<file path="config.mk">
export PLATFORM = sky130hd
export DESIGN_NAME = ins_fetch_unit
export DESIGN_NICKNAME = d
export VERILOG_FILES = /design/src/rtl/ins_fetch_unit_pkg.sv /design/src/rtl/ins_fetch_unit_icache_dm.sv /design/src/rtl/ins_fetch_unit.sv
export SDC_FILE = /design/constraint.sdc
export NUM_CORES = 2
export LEC_CHECK = 0
export BUFFER_PORTS_ARGS = -buffer_cell sky130_fd_sc_hd__buf_2
export CAP_MARGIN = 20
export CORE_ASPECT_RATIO = 0.75
export CORE_UTILIZATION = 42
export DETAILED_ROUTE_END_ITERATION = 7
export SETUP_SLACK_MARGIN = 0.3
export SLEW_MARGIN = 20
export SYNTH_ARGS = -nofsm -noshare
export SYNTH_HDL_FRONTEND = slang
export SYNTH_HIERARCHICAL = 1
export SYNTH_SLANG_ARGS = --single-unit
</file>
<file path="constraint.sdc">
create_clock -name clk -period 10.8 [get_ports clk]
set_input_delay 1.08 -clock clk [delete_from_list [all_inputs] [get_ports clk]]
set_output_delay 1.08 -clock clk [all_outputs]
set_load 0.05 [all_outputs]
</file>
<file path="src/rtl/ins_fetch_unit_pkg.sv">
// Shared constants and FSM encoding for the instruction fetch unit and its cache.
package ins_fetch_unit_pkg;

    localparam int          ADDR_W_DEF   = 32;
    localparam int          INSTR_W      = 32;
    localparam logic [31:0] RESET_PC_DEF = 32'h0000_0000;

    typedef enum logic [1:0] {
        ST_RUN   = 2'd0,
        ST_MISS  = 2'd1,
        ST_DRAIN = 2'd2
    } fetch_state_e;

endpackage

</file>
<file path="src/rtl/ins_fetch_unit_icache_dm.sv">
// Direct-mapped, one-word-per-line instruction cache: combinational lookup,
// single write port, and a flush that invalidates every line at once.
module icache_dm
    import ins_fetch_unit_pkg::*;
#(
    parameter int LINES = 64,
    parameter int IDX_W = $clog2(LINES),
    parameter int TAG_W = 24
) (
    input  logic               clk,
    input  logic               reset,
    input  logic [IDX_W-1:0]   i_rd_idx,
    input  logic [TAG_W-1:0]   i_rd_tag,
    output logic               o_hit,
    output logic [INSTR_W-1:0] o_rd_data,
    input  logic               i_wr_en,
    input  logic [IDX_W-1:0]   i_wr_idx,
    input  logic [TAG_W-1:0]   i_wr_tag,
    input  logic [INSTR_W-1:0] i_wr_data,
    input  logic               i_flush
);

    logic [LINES-1:0]   r_valid;
    logic [TAG_W-1:0]   r_tag  [LINES];
    logic [INSTR_W-1:0] r_data [LINES];

    // Flush wins over a coincident fill, so the filled line stays invalid.
    always_ff @(posedge clk) begin
        if (reset) begin
            r_valid <= '0;
        end else if (i_flush) begin
            r_valid <= '0;
        end else if (i_wr_en) begin
            r_valid[i_wr_idx] <= 1'b1;
        end
    end

    always_ff @(posedge clk) begin
        if (i_wr_en && !i_flush) begin
            r_tag[i_wr_idx]  <= i_wr_tag;
            r_data[i_wr_idx] <= i_wr_data;
        end
    end

    assign o_hit     = r_valid[i_rd_idx] && (r_tag[i_rd_idx] == i_rd_tag);
    assign o_rd_data = r_data[i_rd_idx];

endmodule

</file>
<file path="src/rtl/ins_fetch_unit.sv">
// Instruction fetch unit: PC, miss FSM (RUN/MISS/DRAIN) and one-entry output buffer.
// Optional hit/miss counters are built when IF_PERF_CNT_EN is defined.
module ins_fetch_unit
    import ins_fetch_unit_pkg::*;
#(
    parameter int                ADDR_W       = ADDR_W_DEF,
    parameter int                ICACHE_LINES = 64,
    parameter logic [ADDR_W-1:0] RESET_PC     = ADDR_W'(RESET_PC_DEF)
) (
`ifdef IF_PERF_CNT_EN
    output logic [31:0]         hit_cnt,
    output logic [31:0]         miss_cnt,
`endif
    input  logic                clk,
    input  logic                reset,
    input  logic                rdy,
    output logic                mem_req,
    output logic [ADDR_W-1:0]   mem_addr,
    input  logic                mem_ack,
    input  logic [INSTR_W-1:0]  mem_data,
    input  logic                redirect_valid,
    input  logic [ADDR_W-1:0]   redirect_pc,
    input  logic                icache_flush,
    output logic                instr_valid,
    output logic [INSTR_W-1:0]  instr,
    output logic [ADDR_W-1:0]   instr_pc,
    input  logic                issue_ready
);

    localparam int IDX_W = $clog2(ICACHE_LINES);
    localparam int TAG_W = ADDR_W - IDX_W - 2;

    fetch_state_e        r_state, w_state_nxt;
    logic [ADDR_W-1:0]   r_pc, w_pc_nxt;
    logic                r_mem_req, w_mem_req_nxt;
    logic [ADDR_W-1:0]   r_mem_addr, w_mem_addr_nxt;
    logic                r_instr_valid, w_vld_nxt;
    logic [INSTR_W-1:0]  r_instr, w_instr_nxt;
    logic [ADDR_W-1:0]   r_instr_pc, w_instr_pc_nxt;

    logic                w_hit;
    logic [INSTR_W-1:0]  w_line_data;
    logic                w_buf_free;
    logic                w_fill;
    logic                w_hit_take;
    logic                w_miss_start;
    logic [ADDR_W-1:0]   w_redirect_pc;
    logic                w_unused_lsb;

    assign w_redirect_pc = {redirect_pc[ADDR_W-1:2], 2'b00};
    assign w_unused_lsb  = ^redirect_pc[1:0];
    assign w_buf_free    = !r_instr_valid || issue_ready;

    icache_dm #(
        .LINES (ICACHE_LINES),
        .IDX_W (IDX_W),
        .TAG_W (TAG_W)
    ) u_icache (
        .clk       (clk),
        .reset     (reset),
        .i_rd_idx  (r_pc[IDX_W+1:2]),
        .i_rd_tag  (r_pc[ADDR_W-1:IDX_W+2]),
        .o_hit     (w_hit),
        .o_rd_data (w_line_data),
        .i_wr_en   (rdy && !reset && w_fill),
        .i_wr_idx  (r_mem_addr[IDX_W+1:2]),
        .i_wr_tag  (r_mem_addr[ADDR_W-1:IDX_W+2]),
        .i_wr_data (mem_data),
        .i_flush   (rdy && icache_flush)
    );

    always_comb begin
        w_state_nxt    = r_state;
        w_pc_nxt       = r_pc;
        w_mem_req_nxt  = r_mem_req;
        w_mem_addr_nxt = r_mem_addr;
        w_vld_nxt      = r_instr_valid;
        w_instr_nxt    = r_instr;
        w_instr_pc_nxt = r_instr_pc;
        w_fill         = 1'b0;
        w_hit_take     = 1'b0;
        w_miss_start   = 1'b0;

        if (r_instr_valid && issue_ready) begin
            w_vld_nxt = 1'b0;
        end

        case (r_state)
            ST_RUN: begin
                // A redirect discards whatever the lookup found this cycle.
                if (!redirect_valid) begin
                    if (w_hit) begin
                        if (w_buf_free) begin
                            w_vld_nxt      = 1'b1;
                            w_instr_nxt    = w_line_data;
                            w_instr_pc_nxt = r_pc;
                            w_pc_nxt       = r_pc + ADDR_W'(4);
                            w_hit_take     = 1'b1;
                        end
                    end else begin
                        w_mem_req_nxt  = 1'b1;
                        w_mem_addr_nxt = {r_pc[ADDR_W-1:2], 2'b00};
                        w_state_nxt    = ST_MISS;
                        w_miss_start   = 1'b1;
                    end
                end
            end
            ST_MISS, ST_DRAIN: begin
                // The returning word always belongs to r_mem_addr, so filling is safe
                // even after a redirect has moved the PC elsewhere.
                if (mem_ack) begin
                    w_fill        = 1'b1;
                    w_mem_req_nxt = 1'b0;
                    w_state_nxt   = ST_RUN;
                end else if (redirect_valid) begin
                    w_state_nxt = ST_DRAIN;
                end
            end
            default: begin
                w_state_nxt = ST_RUN;
            end
        endcase

        if (redirect_valid) begin
            w_pc_nxt  = w_redirect_pc;
            w_vld_nxt = 1'b0;
        end
    end

    always_ff @(posedge clk) begin
        if (reset) begin
            r_state       <= ST_RUN;
            r_pc          <= {RESET_PC[ADDR_W-1:2], 2'b00};
            r_mem_req     <= 1'b0;
            r_mem_addr    <= '0;
            r_instr_valid <= 1'b0;
            r_instr       <= '0;
            r_instr_pc    <= '0;
        end else if (rdy) begin
            r_state       <= w_state_nxt;
            r_pc          <= w_pc_nxt;
            r_mem_req     <= w_mem_req_nxt;
            r_mem_addr    <= w_mem_addr_nxt;
            r_instr_valid <= w_vld_nxt;
            r_instr       <= w_instr_nxt;
            r_instr_pc    <= w_instr_pc_nxt;
        end
    end

    assign mem_req     = r_mem_req;
    assign mem_addr    = r_mem_addr;
    assign instr_valid = r_instr_valid;
    assign instr       = r_instr;
    assign instr_pc    = r_instr_pc;

`ifdef IF_PERF_CNT_EN
    logic [31:0] r_hit_cnt;
    logic [31:0] r_miss_cnt;

    always_ff @(posedge clk) begin
        if (reset) begin
            r_hit_cnt  <= '0;
            r_miss_cnt <= '0;
        end else if (rdy) begin
            if (w_hit_take) begin
                r_hit_cnt <= r_hit_cnt + 32'd1;
            end
            if (w_miss_start) begin
                r_miss_cnt <= r_miss_cnt + 32'd1;
            end
        end
    end

    assign hit_cnt  = r_hit_cnt;
    assign miss_cnt = r_miss_cnt;
`else
    logic w_unused_perf;
    assign w_unused_perf = w_hit_take ^ w_miss_start;
`endif

endmodule

</file>
==> results.sh <==
export IMPL_outcome="finished, final reports clean"
export IMPL_synth_edf_count=3584
export IMPL_fin_tns_setup_ps=0
export IMPL_antenna_left=0
export IMPL_ys_ff_latch=3774
export IMPL_clock_sinks=3774
export IMPL_p_per_area_nw_per_um2=185
export IMPL_synth_most_common_cell="edfxtp_1"
export IMPL_met1_usage_pct=37.5
export IMPL_synth_cells=6705
export IMPL_critPathRequiredTime_ps=11540
export IMPL_hold_path_end="instr[8]"
export IMPL_grt_pass1_wl_um=594000
export IMPL_synth_top_flop_cell="edfxtp_1"
export IMPL_initial_core_util_pct=42.3
export IMPL_cp_end_kind="flip-flop"
export IMPL_crit_arrival_ps=7910
export IMPL_synth_top_area_cell="edfxtp_1"
export IMPL_max_cap_viol_count=0
export IMPL_synth_commonest_cells="3584 x edfxtp_1, 983 x mux4_2, 335 x nand2_1"
export IMPL_postCtsHoldBufs=0
export IMPL_slew_violations=0
export IMPL_critical_path_class="flip-flop to flip-flop"
export IMPL_core_area_um2=343000
export IMPL_met2_usage_pct=35.7
export IMPL_crit_path_start_kind="flip-flop"
export IMPL_die_w_um=681
export IMPL_ys_types=85
export IMPL_reg2reg_from="r_pc[3]"
export IMPL_worstRegToRegCells=17
export IMPL_period_minus_slack_ps=7170
export IMPL_finalSetupViolCount=0
export IMPL_cts_buffers=360
export IMPL_finalClockSkew_ps=53.2
export IMPL_ys_top_cells_by_area="edfxtp_1 74%, mux4_2 15%, dfxtp_1 2.6%"
export IMPL_dp_hpwl_um=232000
export IMPL_reg2reg_slack_ps=3630
export IMPL_antenna_found_initial=43
export IMPL_vias=75900
export IMPL_die_y_um=511
export IMPL_worst_slew_pin_slew_ps=1220
export IMPL_vdd_drop_max_v=0.000133
export IMPL_drt_total_wl_um=437000
export IMPL_place_gp_congestion=0.826
export IMPL_max_freq_ghz=0.139
export IMPL_drive_above_1_share_pct=28.4
export IMPL_min_from="instr[8]"
export IMPL_synth_area_um2=145000
export IMPL_cts_tree="done"
export IMPL_synthArstFlopShare_pct=0
export IMPL_cts_setup_buffers=0
export IMPL_grt_pass1_vias=71900
export IMPL_r2r_end="r_pc[17]"
export IMPL_io_pins=169
export IMPL_rsz0062_at_grt="false"
export IMPL_io_buffers=162
export IMPL_cts_htree_levels=5
export IMPL_synth_top_area_share_pct=74.2
export IMPL_layout_cells_non_filler=12000
export IMPL_ys_seq_area_share_pct=76.8
export IMPL_die_area_um2=348000
export IMPL_cts_buffer_depth=4
export IMPL_clock_latency_ps=910
export IMPL_dr_pass1_iters=5
export IMPL_placementRows=186
export IMPL_cp_max_fo=118
export IMPL_grt_max_degree=119
export IMPL_cts_clk_slew_worst_paths_ps=60
export IMPL_avgRoutedWirePerCell_um=36.4
export IMPL_fillerInstances=27800
export IMPL_routed_via_density=6.32
export IMPL_grt_use_met3_pct=6.19
export IMPL_track_usage_pct=24.7
export IMPL_leakage_nw=49.6
export IMPL_busiest_layer="met1"
export IMPL_slew_headroom_pct=18.3
export IMPL_synthToLayoutAreaGrowth_pct=13.5
export IMPL_hold_violations=0
export IMPL_hold_depth=2
export IMPL_period_share_pct=66.4
export IMPL_fin_nets=7176
export IMPL_drc=0
export IMPL_post_cts_resized=0
export IMPL_grt_ovfl_total=0
export IMPL_clock_root_buffer="clkbuf_16"
export IMPL_dpl_cell_count=11300
export IMPL_syn_area_per_cell_um2=21.6
export IMPL_hp_class="flip-flop to flip-flop"
export IMPL_yosys_warnings=6
export IMPL_initialDrtViolationCount=11800
==> through the flow <==
stage          utilization, %  power [mW]  hold WS (ps)  instance area, um2  setup WS [ps]
2_1_floorplan               -        17.1           431              145000           5560
3_3_place_gp             44.4        17.6           442              152000           3800
3_5_place_dp             44.4        17.6           448              152000           3850
4_1_cts                  47.9        30.6           456              164000           3840
5_1_grt                  48.0        31.2           471              165000           3410
6_report                 48.0        30.4           455              165000           3630
==> state kept, by name, summed over array words and instances, names as in the netlist <==
signal            cells
mem_req               1
r_pc                 30
instr_valid           1
r_state               2
mem_addr             30
u_icache/r_valid     64
u_icache/r_tag     1536
instr_pc             30
u_icache/r_data    2048
instr                32
==> cell type report <==
cell class	instances	area, um2	area share [%]
antenna	3	7.51	0.00456
multi-input combinational	2530	32000	19.5
timing repair buffer	424	3050	1.85
inverter	12	57.6	0.0350
tap	4606	5760	3.50
clock inverter	212	2470	1.50
sequential	3774	111000	67.7
clock buffer	453	9720	5.90
==> layer usage <==
metal	vias up	part of all wire, %	wire (um)
met1	41300	41	178000
met3	700	13	56000
met5	-	0.0096	42
met4	6	2.8	12100
met2	4940	44	191000
li1	28900	-	-
==> layout by cell type, fill, tap and decap left out, types with 27 or more instances in the layout <==
cell,n
dfxtp_1,160
clkinv_1,55
clkbuf_16,368
a21oi_1,224
mux2i_1,185
a22oi_1,77
nor2_1,135
o221ai_1,28
nor2_4,66
nand2_1,335
o21ai_0,33
a31oi_1,32
clkbuf_1,66
buf_2,158
clkinv_2,74
bufinv_16,50
nor3_1,27
edfxtp_1,3584
mux4_2,983
buf_4,247
nand3_1,49
o22ai_1,37
==> how the worst max path moves through the flow <==
stage,from,end,cells past startpoint
floorplan,rdy,u_icache/r_data[48][0],6
global placement,r_pc[2],r_pc[4],16
detailed placement,r_pc[2],r_pc[4],16
CTS,r_pc[2],r_pc[17],16
global route,r_pc[2],r_pc[17],16
finish,r_pc[3],r_pc[17],17
==> critical path, stage by stage, from the launching register on <==
cell and delay [ps]:
dfxtp_4 530, buf_12 440, buf_12 560, mux4_2 410
mux2_2 290, o22ai_1 150, a221oi_1 80, mux2i_1 830
xnor2_1 180, nor4_2 440, nand4_1 330, nor4_2 360
buf_4 230, inv_1 130, o31ai_4 930, o21ai_0 270
a22oi_1 220, nor2_1 60
==> cell families (layout without fill, tap and decap cells) <==
group | Yosys count | in the layout | share of synthesized area (%)
compound gates | 539 | 539 | 2.37
xor+xnor | 16 | 16 | 0.0966
fa+ha+maj | 3 | 3 | 0.0259
buf+inv | 404 | 1101 | 1.47
flops | 3774 | 3774 | 76.8
mux | 1187 | 1187 | 16.7
other cells | 1 | 7 | 0.00259
simple gates | 781 | 781 | 2.47
==> report_power, final <==
part           leakage [nW]  internal, mW  switching [mW]  total (mW)
logic                  10.2         0.529           0.778        1.31
registers              33.5          15.9          0.0391        16.0
clock network          5.97          7.60            5.54        13.1
No activity file was read; power rests on OpenSTA's default activity.
